<file path="src/rtl/sync_pulse_src.sv">
// Source-domain pulse shaper: turns event strobes into min-high/min-low pulses with a backlog.
// Optional SYNC_PULSE_SRC_COALESCE_EN collapses the backlog to a single pending flag.
module sync_pulse_src #(
    parameter int C_HIGH_CYCLES = 4,
    parameter int C_LOW_CYCLES  = 4,
    parameter int C_PEND_W      = 4
) (
    input  logic                CLK,
    input  logic                RST,
    input  logic                event_i,
    output logic                pulse_o,
    output logic                busy_o,
    output logic [C_PEND_W-1:0] pending_o,
    output logic                overflow_o
);

    localparam int C_MAXC = (C_HIGH_CYCLES > C_LOW_CYCLES) ? C_HIGH_CYCLES : C_LOW_CYCLES;
    localparam int C_TW   = (C_MAXC > 1) ? $clog2(C_MAXC) : 1;

    localparam logic [C_TW-1:0] C_HLAST = C_TW'(C_HIGH_CYCLES - 1);
    localparam logic [C_TW-1:0] C_LLAST = C_TW'(C_LOW_CYCLES - 1);

    typedef enum logic [1:0] {
        S_IDLE = 2'd0,
        S_HIGH = 2'd1,
        S_LOW  = 2'd2
    } state_t;

    state_t              state_q, state_d;
    logic [C_TW-1:0]     timer_q, timer_d;
    logic [C_PEND_W-1:0] pend_q, pend_d;
    logic                pulse_q, pulse_d;
    logic                busy_q, busy_d;
    logic                ovf_q, ovf_d;

    logic work;
    logic start;
    logic from_bl;

    assign work    = (pend_q != '0) || event_i;
    assign from_bl = start && (pend_q != '0);

    always_comb begin
        state_d = state_q;
        timer_d = timer_q;
        start   = 1'b0;
        unique case (state_q)
            S_IDLE: begin
                if (work) begin
                    start   = 1'b1;
                    state_d = S_HIGH;
                    timer_d = '0;
                end
            end
            S_HIGH: begin
                if (timer_q == C_HLAST) begin
                    state_d = S_LOW;
                    timer_d = '0;
                end else begin
                    timer_d = timer_q + 1'b1;
                end
            end
            S_LOW: begin
                if (timer_q == C_LLAST) begin
                    timer_d = '0;
                    if (work) begin
                        start   = 1'b1;
                        state_d = S_HIGH;
                    end else begin
                        state_d = S_IDLE;
                    end
                end else begin
                    timer_d = timer_q + 1'b1;
                end
            end
            default: begin
                state_d = S_IDLE;
                timer_d = '0;
            end
        endcase
    end

`ifdef SYNC_PULSE_SRC_COALESCE_EN
    // Backlog is one flag; extra events merge into the single queued pulse.
    always_comb begin
        pend_d = pend_q;
        ovf_d  = 1'b0;
        if (from_bl) begin
            pend_d = {{(C_PEND_W-1){1'b0}}, event_i};
        end else if (event_i && !start) begin
            pend_d = {{(C_PEND_W-1){1'b0}}, 1'b1};
        end
    end
`else
    always_comb begin
        pend_d = pend_q;
        ovf_d  = ovf_q;
        if (from_bl) begin
            if (!event_i) begin
                pend_d = pend_q - 1'b1;
            end
        end else if (event_i && !start) begin
            if (pend_q == '1) begin
                ovf_d = 1'b1;
            end else begin
                pend_d = pend_q + 1'b1;
            end
        end
    end
`endif

    assign pulse_d = (state_d == S_HIGH);
    assign busy_d  = (state_d != S_IDLE) || (pend_d != '0);

    always_ff @(posedge CLK) begin
        if (RST) begin
            state_q <= S_IDLE;
            timer_q <= '0;
            pend_q  <= '0;
            pulse_q <= 1'b0;
            busy_q  <= 1'b0;
            ovf_q   <= 1'b0;
        end else begin
            state_q <= state_d;
            timer_q <= timer_d;
            pend_q  <= pend_d;
            pulse_q <= pulse_d;
            busy_q  <= busy_d;
            ovf_q   <= ovf_d;
        end
    end

    assign pulse_o    = pulse_q;
    assign busy_o     = busy_q;
    assign pending_o  = pend_q;
    assign overflow_o = ovf_q;

endmodule

</file>
<file path="config.mk">
export PLATFORM = sky130hd
export DESIGN_NAME = sync_pulse_src
export DESIGN_NICKNAME = d
export VERILOG_FILES = /design/src/rtl/sync_pulse_src.sv
export SDC_FILE = /design/constraint.sdc
export NUM_CORES = 1
export LEC_CHECK = 0
export CORE_ASPECT_RATIO = 1.1
export CORE_MARGIN = 10
export CORE_UTILIZATION = 48
export DETAILED_ROUTE_END_ITERATION = 10
export PLACE_DENSITY = 0.72
export SLEW_MARGIN = 20
export SYNTH_ARGS = -nofsm -noshare
export SYNTH_HDL_FRONTEND = slang
export SYNTH_SLANG_ARGS = --single-unit
</file>
<file path="constraint.sdc">
create_clock -name CLK -period 2.35 [get_ports CLK]
set_clock_uncertainty 0.2 [all_clocks]
set_input_delay 0.705 -clock CLK [delete_from_list [all_inputs] [get_ports CLK]]
set_output_delay 0.705 -clock CLK [all_outputs]
set_load 0.02 [all_outputs]
</file>
==> impl_metrics.yaml <==
synthesis:
  synth_top_area_frac: 0.309
  ys_types: 32
  syn_area_per_cell_um2: 8.28
  synth_seq_area_share: 0.309
  ys_warn_count: 0
  synthesis.instances: 86
  ys_ff_latch: 11
  synthesis.nets: 97
  synth.area.top_cells: "dfxtp_1 31%, ha_1 14%, nor2_1 5.8%, a21oi_1 4.9%, inv_1 4.2%"
  netlist.top_cell.by_area: "dfxtp_1"
  syn-cell-area_um2: 712
power_and_ir_drop:
  powerDensity_nw_per_um2: 1260
  pwr-share-clk: 0.119
  p_leak_nw: 0.384
  sw_frac_of_total: 0.433
  p_sw_mw: 0.490
  total_power_mw: 1.13
  internal_power_mw: 0.643
  p_comb_frac: 0.604
  p_seq_frac: 0.278
  ir_drop_mv: 0.758
worst_setup_path:
  cp_top_family: "buffers and inverters"
  path_class: "reg2out"
  critPathArrivalTime_ns: 1.39
  max_stage_delay_ns: 0.66
  path_buf_inv: 1
  cp-start-kind: "flop"
  cp_data_required_time_ns: 1.44
  crit_path_cell_trace: "clkdlybuf4s50_1"
  end_kind: "output pin"
  critPathMaxFanout: 8
  slowest_stage: "clkdlybuf4s50_1"
die:
  start_util: 0.514
  boundaryPins: 10
  die-area_um2: 3430
  fp-row-count: 14
  coreArea_um2: 1380
  die_w_um: 56.7
  fp.dieH_um: 60.4
sta:
  finalCriticalPeriod_ns: 2.29
  rsz0062_at_grt: "false"
  finalMaxSlewViolations: 0
  timing.fmax_ghz: 0.436
  slew_headroom: 0.754
  worst_pin_slew_ns: 0.369
  fin_crit_sh: 0.976
  worst_slack_ns: 0.0564
  hold_viol: 0
  setup_viol: 0
global_routing:
  grtUsageMet2: 0.169
  use_met1: 0.109
  grt_pass1_wl_mm: 2.83
  track_usage: 0.0996
  grt_pass1_vias: 662
  grt_max_degree: 9
  gr-max-usage-layer: "met2"
  grt_overflow: 0
  antenna_found_initial: 0
  gr-usage-met3: 0.0397
clocking:
  cts_buffers: 3
  cts.reportedPaths.clkPinSlew_ns: 0.08
  cts.htree.levels: 1
  cts_sinks: 11
  tritoncts: "yes"
  cts_setup_buffers: 0
  post_cts_resized: 0
  clock-root-buffer: "clkbuf_4"
  holdBufCountCts: 0
  clockBufferDepth: 2
  clock_latency_ns: 0.27
hold_path:
  hold_class: "reg2reg"
layout:
  multiInputGateArea_um2: 453
  final_cell_mix: "11 x nor2_1, 11 x dfxtp_1, 9 x clkdlybuf4s50_1"
  nFillCells: 124
  diodes: 0
  drive_gt1_frac: 0.152
  nNetsFinal: 117
  syn_to_final_growth_pct: 26.4
  seq_area_um2: 220
routing:
  drc_errors: 0
  num_vias: 685
  first_pass_iters: 4
  drtIter0Drc: 16
  via_per_inst: 5.66
  drtAntennaViolNets: 0
  avgRoutedWirePerCell_um: 13.6
  totalWireLength_mm: 1.64
outcome:
  status: "complete, no violations"
placement:
  port_buffers: 9
  place_congestion: 0.814
  post-place-ws_ns: -0.181
  dpl.hpwl_mm: 1.34
flow_run:
  drv_cap: 0
[per-layer routing]
metal / part of all wire / vias up
met5: 0 / -
met4: 0.012 / 0
met3: 0.062 / 2
met2: 0.49 / 17
met1: 0.44 / 314
li1: - / 352
[synth_stat cells (all sizes together)]
master and count:
dfxtp 11, nor2 11, a21oi 8, ha 8, inv 8, nand3 5
nand4 4, nor3 4, nand2 3, and3 2, buf 2, o21a 2
a211o 1, a21o 1, a22oi 1, a311o 1, a41oi 1, and2 1
and2b 1, and4 1, mux2i 1, nor2b 1, nor4b 1, o21ai 1
o21bai 1, o22a 1, o31a 1, o31ai 1, or3 1, xnor2 1
[registers in the layout (all words and copies together), names as in the netlist]
| register | cells |
|---|---|
| busy_o | 1 |
| timer_q | 2 |
| pending_o | 4 |
| overflow_o | 1 |
| pulse_o | 1 |
| state_q | 2 |
[through the flow]
step	instances	area [µm²]	setup TNS, ns	hold slack [ns]	util
global route	121	900	0	0.349	0.650
finish	121	900	0	0.294	0.650
CTS	121	900	0	0.303	0.650
global placement	117	873	-0.145	0.260	0.631
floorplan	86	712	0	0.258	-
detailed placement	117	873	-0.190	0.283	0.631
[final timing paths]
kind | from | end | slack, ns | depth (start not counted)
min reg2reg | overflow_o | overflow_o | 0.29 | 2
max reg2reg | pending_o[0] | busy_o | 0.17 | 7
min | overflow_o | overflow_o | 0.29 | 2
max | pending_o[2] | pending_o[2] | 0.06 | 1
[logic make-up (layout without fill, tap and decap cells)]
group / Yosys count / count (layout) / synth area share
DFF: 11 / 11 / 0.309
AOI/OAI and AO/OA: 20 / 20 / 0.200
xor gates and xnor gates: 1 / 1 / 0.0123
muxes: 1 / 1 / 0.0316
adders and majority gates: 8 / 8 / 0.141
and+or+nand+nor: 35 / 35 / 0.251
buffers and inverters: 10 / 29 / 0.0545
[power groups by stage]
stage	clock, mW	sequential [mW]	combinational [mW]
global placement	0	0.315	0.677
CTS	0.133	0.313	0.690
finish	0.134	0.315	0.684
global route	0.140	0.324	0.760
floorplan	0	0.355	0.409
detailed placement	0	0.316	0.686
[worst register-to-register path: stages (launching register included)]
cell and delay [ns]:
dfxtp_1 0.43, inv_1 0.12, ha_1 0.24, nor2b_1 0.17, a211o_1 0.36, mux2i_4 0.16, a22oi_1 0.11, o31a_1 0.30
[cell type report]
class | instances | area share
Multi-Input combinational cell | 65 | 0.503
Inverter | 8 | 0.0334
Clock buffer | 4 | 0.0292
Timing Repair Buffer | 17 | 0.167
Sequential cell | 11 | 0.245
Tap cell | 16 | 0.0223
Power figures use the tool's default switching activity.
==> variant 1 (same settings) <==
The parameter `C_HIGH_CYCLES` goes from 4 to 8.
--- a/src/rtl/sync_pulse_src.sv
+++ b/src/rtl/sync_pulse_src.sv
@@ -1,7 +1,7 @@
 // Source-domain pulse shaper: turns event strobes into min-high/min-low pulses with a backlog.
 // Optional SYNC_PULSE_SRC_COALESCE_EN collapses the backlog to a single pending flag.
 module sync_pulse_src #(
-    parameter int C_HIGH_CYCLES = 4,
+    parameter int C_HIGH_CYCLES = 8,
     parameter int C_LOW_CYCLES  = 4,
     parameter int C_PEND_W      = 4
 ) (
Function: changed (Yosys sat finds a counterexample within 10 cycles, from zero or initial values and one cycle with RST high).
==> variant 1 against the original RTL <==
Synthesized area is 14% higher; sequential cell count grew 1; synthesized cell count grew 5.8%; critical endpoint is now pending_o[0]; die area grew 9.4%; setup slack improved by 6.5 ps; hold slack worse by 18 ps; routed wire length rose by 9.8%; non-clock buffer count rose by 2; final area is 17% higher; via count grew 7.6%; power grew 15%; first-iteration DRC count down 63%.
==> variant 1: results (changes against the original RTL) <==
status complete, no violations; final hold vios 0 (unchanged); share of cells above drive strength 1 21.43% (+6.2 points); Iter 0 DRT Violations 6 (-10); top cells by area, synth dfxtp_1, ha_1, nor2_1; Top Layer Used met4; Clk Latency, worst-skew pair 270 ps (about the same); CP max-delay cell clkdlybuf4s50_1; routed length on met2 1.001 mm (+25%); Layout fillers 135 (+8.9%); Total GRT Usage 9.848% (-0.11 points); number of diodes 0 (unchanged); worst reg2reg startpoint timer_q[0]$_SDFFE_PP0P_; Lkg Pwr 0.4531 nW (+18%); first-pass GRT wire length 3.015 mm (+6.6%); syn_nets 105 (+8.2%); Post-Place Worst Slack -212.4 ps (-31.35 ps); mean area per synthesized cell 8.951 sq um (+8.1%); RD Place Congestion 0.8486 (+4.3%); total grt overflow 0 (unchanged); Final HPWL DP 1.430 mm (+7.0%); critical-path maximum fanout 7 (-1); placed insts 123 (+5.1%); most frequent cells after synthesis dfxtp_1, ha_1, nor2_1; clk slew on worst S/H paths 80 ps (about the same); WHS Endpoint overflow_o$_SDFFE_PP0P_; max FFs per register 4 (unchanged); H-tree depth 1 (unchanged); Detailed Routing Iterations Pass 1 4 (unchanged); met3 GRT Util 2.204% (-1.8 points); met1 Usage GRT 9.762% (-1.1 points); Synth Area in Compound Gates 17.36% (-2.7 points); final wirelength 1.805 mm (+9.8%); Worst VDD drop 0.6277 mV (-17%); via count 737 (+7.6%); Post-Synth XOR/XNOR Area 0% (-1.2 points); CTS root buffer clkbuf_4; path depth of the worst reg2reg path 8 (+1); GR Util met2 18.49% (+1.6 points); antenna violations before repair 0 (unchanged); R2R Setup Slk 150 ps (-20 ps); met1 WL 673 um (-6.7%); clk buf depth 2 (unchanged); Min-Delay Path Class reg2reg; Via density 5.713 (+0.92%); I/O Buffers 9 (unchanged); vias in the first global route 715 (+8.0%); Worst Tran Pin Value 392.7 ps (+23.41 ps); synthesis warning total 0 (unchanged); largest net degree at the start of global routing 13 (+4); Fin Hold WS 276.4 ps (-17.70 ps); Post-Synth Adder-Cell Area 16.90% (+2.8 points); mux cell area share after synthesis 2.458% (-0.71 points); Crit path largest cell delay 650 ps; count of cell types in the netlist 39 (+22%); hold depth 2 (unchanged); NumNets Final 127 (+8.5%); register area share after synthesis 29.49% (-1.4 points); metal3 WL 77 um (-25%); delay-heaviest family, CP buffers and inverters
[variant 1: worst max path at each step]
stage | from | end | depth (start not counted) | slack [ps]
2_1_floorplan | timer_q[0]$_SDFFE_PP0P_ | busy_o$_SDFF_PP0_ | 7 | 210
3_3_place_gp | event_i | busy_o$_SDFF_PP0_ | 6 | -150
3_5_place_dp | event_i | busy_o$_SDFF_PP0_ | 6 | -210
4_1_cts | timer_q[0]$_SDFFE_PP0P_ | busy_o$_SDFF_PP0_ | 7 | 20
5_1_grt | timer_q[0]$_SDFFE_PP0P_ | busy_o$_SDFF_PP0_ | 7 | -10
6_report | pending_o[0]$_SDFF_PP0_ | pending_o[0] | 1 | 60
[variant 1: power by group]
part,leakage (nW),switching [W],total (W),internal (W)
combinational,0.334,0.000417,0.000821,0.000405
clock,0.0210,0.0000705,0.000165,0.0000942
sequential,0.0984,0.0000521,0.000313,0.000261
[variant 1: per-stage QoR]
step	util, %	cell area, sq um
after detailed placement	60.86	970.9
after global placement	60.86	970.9
after CTS	63.14	1007
final	66.20	1056
after global routing	66.20	1056
after floorplan	-	814.5
[variant 1: layout make-up]
class                           instances  area [sq um]  area share [%]
Multi-Input combinational cell         70         564.3           53.44
Sequential cell                        12         240.2           22.75
Timing Repair Buffer                   19         167.7           15.88
Clock buffer                            4         36.28           3.436
Inverter                                7         26.28           2.488
Tap cell                               17         21.27           2.014
[variant 1: cells by family after synthesis]
logic type | after synthesis
fa+ha+maj | 11
flops | 12
simple gates | 38
mux | 2
buf+inv | 9
compound gates | 19
[variant 1: timing repair]
| action | CTS | global route |
|---|---|---|
| buffers inserted | 0 | 2 |
| hold buffers | 0 | 0 |
| gates resized for setup | 0 | 7 |
| endpoints found under the hold margin | 0 | 0 |
| setup endpoints to repair | 0 | 4 |
==> variant 2 (same flow settings) <==
Without the edit above. Put one more register stage on the output `pending_o`, cleared by the reset. The value now appears one clock later. The other outputs are not delayed to match.
--- a/src/rtl/sync_pulse_src.sv
+++ b/src/rtl/sync_pulse_src.sv
@@ -132,7 +132,13 @@
 
     assign pulse_o    = pulse_q;
     assign busy_o     = busy_q;
-    assign pending_o  = pend_q;
+    always_ff @(posedge CLK) begin
+        if (RST) begin
+            pending_o <= '0;
+        end else begin
+            pending_o <= pend_q;
+        end
+    end
     assign overflow_o = ovf_q;
 
 endmodule
Behaviour: not the same (Yosys sat finds a counterexample within 4 cycles, from zero or initial values and one cycle with RST high).
==> variant 2 against the original RTL <==
Setup slack gained 72 ps; via count fell by 4.5%; combinational power grew 8.2%; synthesized area grew 12%; sequential share of layout area grew 6.3 points; routed wire length grew 4.2%; final area rose by 8.5%; global-route usage is 0.31 points lower; clock power up 15%; power is 16% higher; final cell count decreased by 4.1%; sequential cell count is 4 higher.
==> variant 2: results (changes against the original RTL) <==
status complete, no violations; count of cell types in the netlist 36 (+13%); Total GRT Usage 9.648% (-0.31 points); Worst VDD drop 0.7955 mV (+5.0%); Detailed Routing Iterations Pass 1 3 (-1); CTS Buf Count 3 (unchanged); final hold vios 0 (unchanged); hold_sp overflow_o$_SDFFE_PP0P_; share of cells above drive strength 1 18.18% (+2.9 points); final wirelength 1.713 mm (+4.2%); biggest regs pend_q (4), pending_o (4); clk buf depth 2 (unchanged); hold depth 2 (unchanged); worst reg2reg startpoint state_q[0]$_SDFF_PP0_; R2R Setup Slk 130 ps (-40 ps); Clk Latency, worst-skew pair 290 ps (+20 ps); syn_nets 94 (-3.1%); WHS Endpoint overflow_o$_SDFFE_PP0P_; CTS root buffer clkbuf_4; Post-Place Worst Slack -143.2 ps (+37.91 ps); Final HPWL DP 1.320 mm (-1.3%); RD Place Congestion 0.8726 (+7.2%); Worst Tran Pin Value 338.3 ps (-30.96 ps); NumNets Final 111 (-5.1%); register area share after synthesis 37.62% (+6.7 points); Lkg Pwr 0.4175 nW (+8.7%); Iter 0 DRT Violations 6 (-10); max-slew violations 0 (unchanged); critical-path maximum fanout 4 (-4); Crit Reg-Reg Endpoint busy_o$_SDFF_PP0_; Post-CTS Setup Bufs 0 (unchanged); path depth of the worst reg2reg path 7 (unchanged); Min-Delay Path Class reg2reg; via count 654 (-4.5%); vias in the first global route 666 (+0.60%); Arr. time, crit path 2190 ps (+800 ps); largest net degree at the start of global routing 12 (+3); first-pass GRT wire length 2.877 mm (+1.7%); placed inst area 932.1 sq um (+6.7%); top cells by area, synth dfxtp_1, ha_1, nor2_1; most frequent cells after synthesis dfxtp_1, nor2_1, ha_1; ys async rst share 0% (unchanged); Crit path largest cell delay 500 ps (-160 ps); post-cts sizing count 0 (unchanged); CP max-delay cell clkdlybuf4s50_1; delay-heaviest family, CP compound AO/OA/AOI/OAI gates; number of diodes 0 (unchanged); clock period minus worst slack 2221 ps (-72.24 ps)
==> variant 2: how the worst max path moves through the flow <==
stage                          startpoint                end  cells after the start
finish                            event_i  busy_o$_SDFF_PP0_                      5
global route        state_q[0]$_SDFF_PP0_  busy_o$_SDFF_PP0_                      7
CTS                 state_q[0]$_SDFF_PP0_  busy_o$_SDFF_PP0_                      7
detailed placement                event_i  busy_o$_SDFF_PP0_                      5
global placement                  event_i  busy_o$_SDFF_PP0_                      5
floorplan           state_q[0]$_SDFF_PP0_  busy_o$_SDFF_PP0_                      7
==> variant 2: worst reg2reg max path, cell delays in order (launching register included) <==
cell	delay [ps]
dfxtp_1	410
inv_1	90
ha_1	260
a21oi_4	280
nor3_4	90
or3_1	390
a221oi_2	260
a41oi_1	130
==> variant 2: logic make-up after synthesis <==
| logic type | share of synthesized area, % |
|---|---|
| compound gates | 15.99 |
| fa+ha+maj | 12.54 |
| buf+inv | 3.761 |
| flops | 37.62 |
| mux | 2.665 |
| simple gates | 27.43 |
==> variant 2: per-stage QoR <==
step | hold slack (ps) | cells | setup TNS [ps]
floorplan | 258.5 | 83 | 0
global placement | 249.6 | 112 | -98.30
detailed placement | 265.5 | 112 | -159.9
CTS | 288.9 | 116 | 0
global route | 362.0 | 116 | 0
finish | 288.7 | 116 | 0
==> variant 2: power by group <==
part | switching (W) | internal, W | leakage [nW]
logic | 0.000383 | 0.000357 | 0.281
clock network | 0.0000888 | 0.0000648 | 0.0139
registers | 0.0000809 | 0.000336 | 0.123
total | 0.000552 | 0.000758 | 0.417
==> variant 2: metal layers <==
| metal | GRT usage (%) | part of all wire, % | vias up |
|---|---|---|---|
| met5 | 0 | 0 | - |
| met4 | 2.874 | 1.2 | 0 |
| met3 | 5.081 | 5.1 | 5 |
| met2 | 16.18 | 50 | 8 |
| met1 | 9.931 | 43 | 312 |
| li1 | - | - | 329 |
==> variant 2: cell type report <==
type | count | area [sq um]
clock buffers | 3 | 22.52
clock inverters | 1 | 7.507
fillers | 140 | 600.6
inverters | 4 | 15.01
multi-input cells | 62 | 481.7
flip-flops and latches | 15 | 300.3
well taps | 17 | 21.27
repair buffers | 14 | 127.6
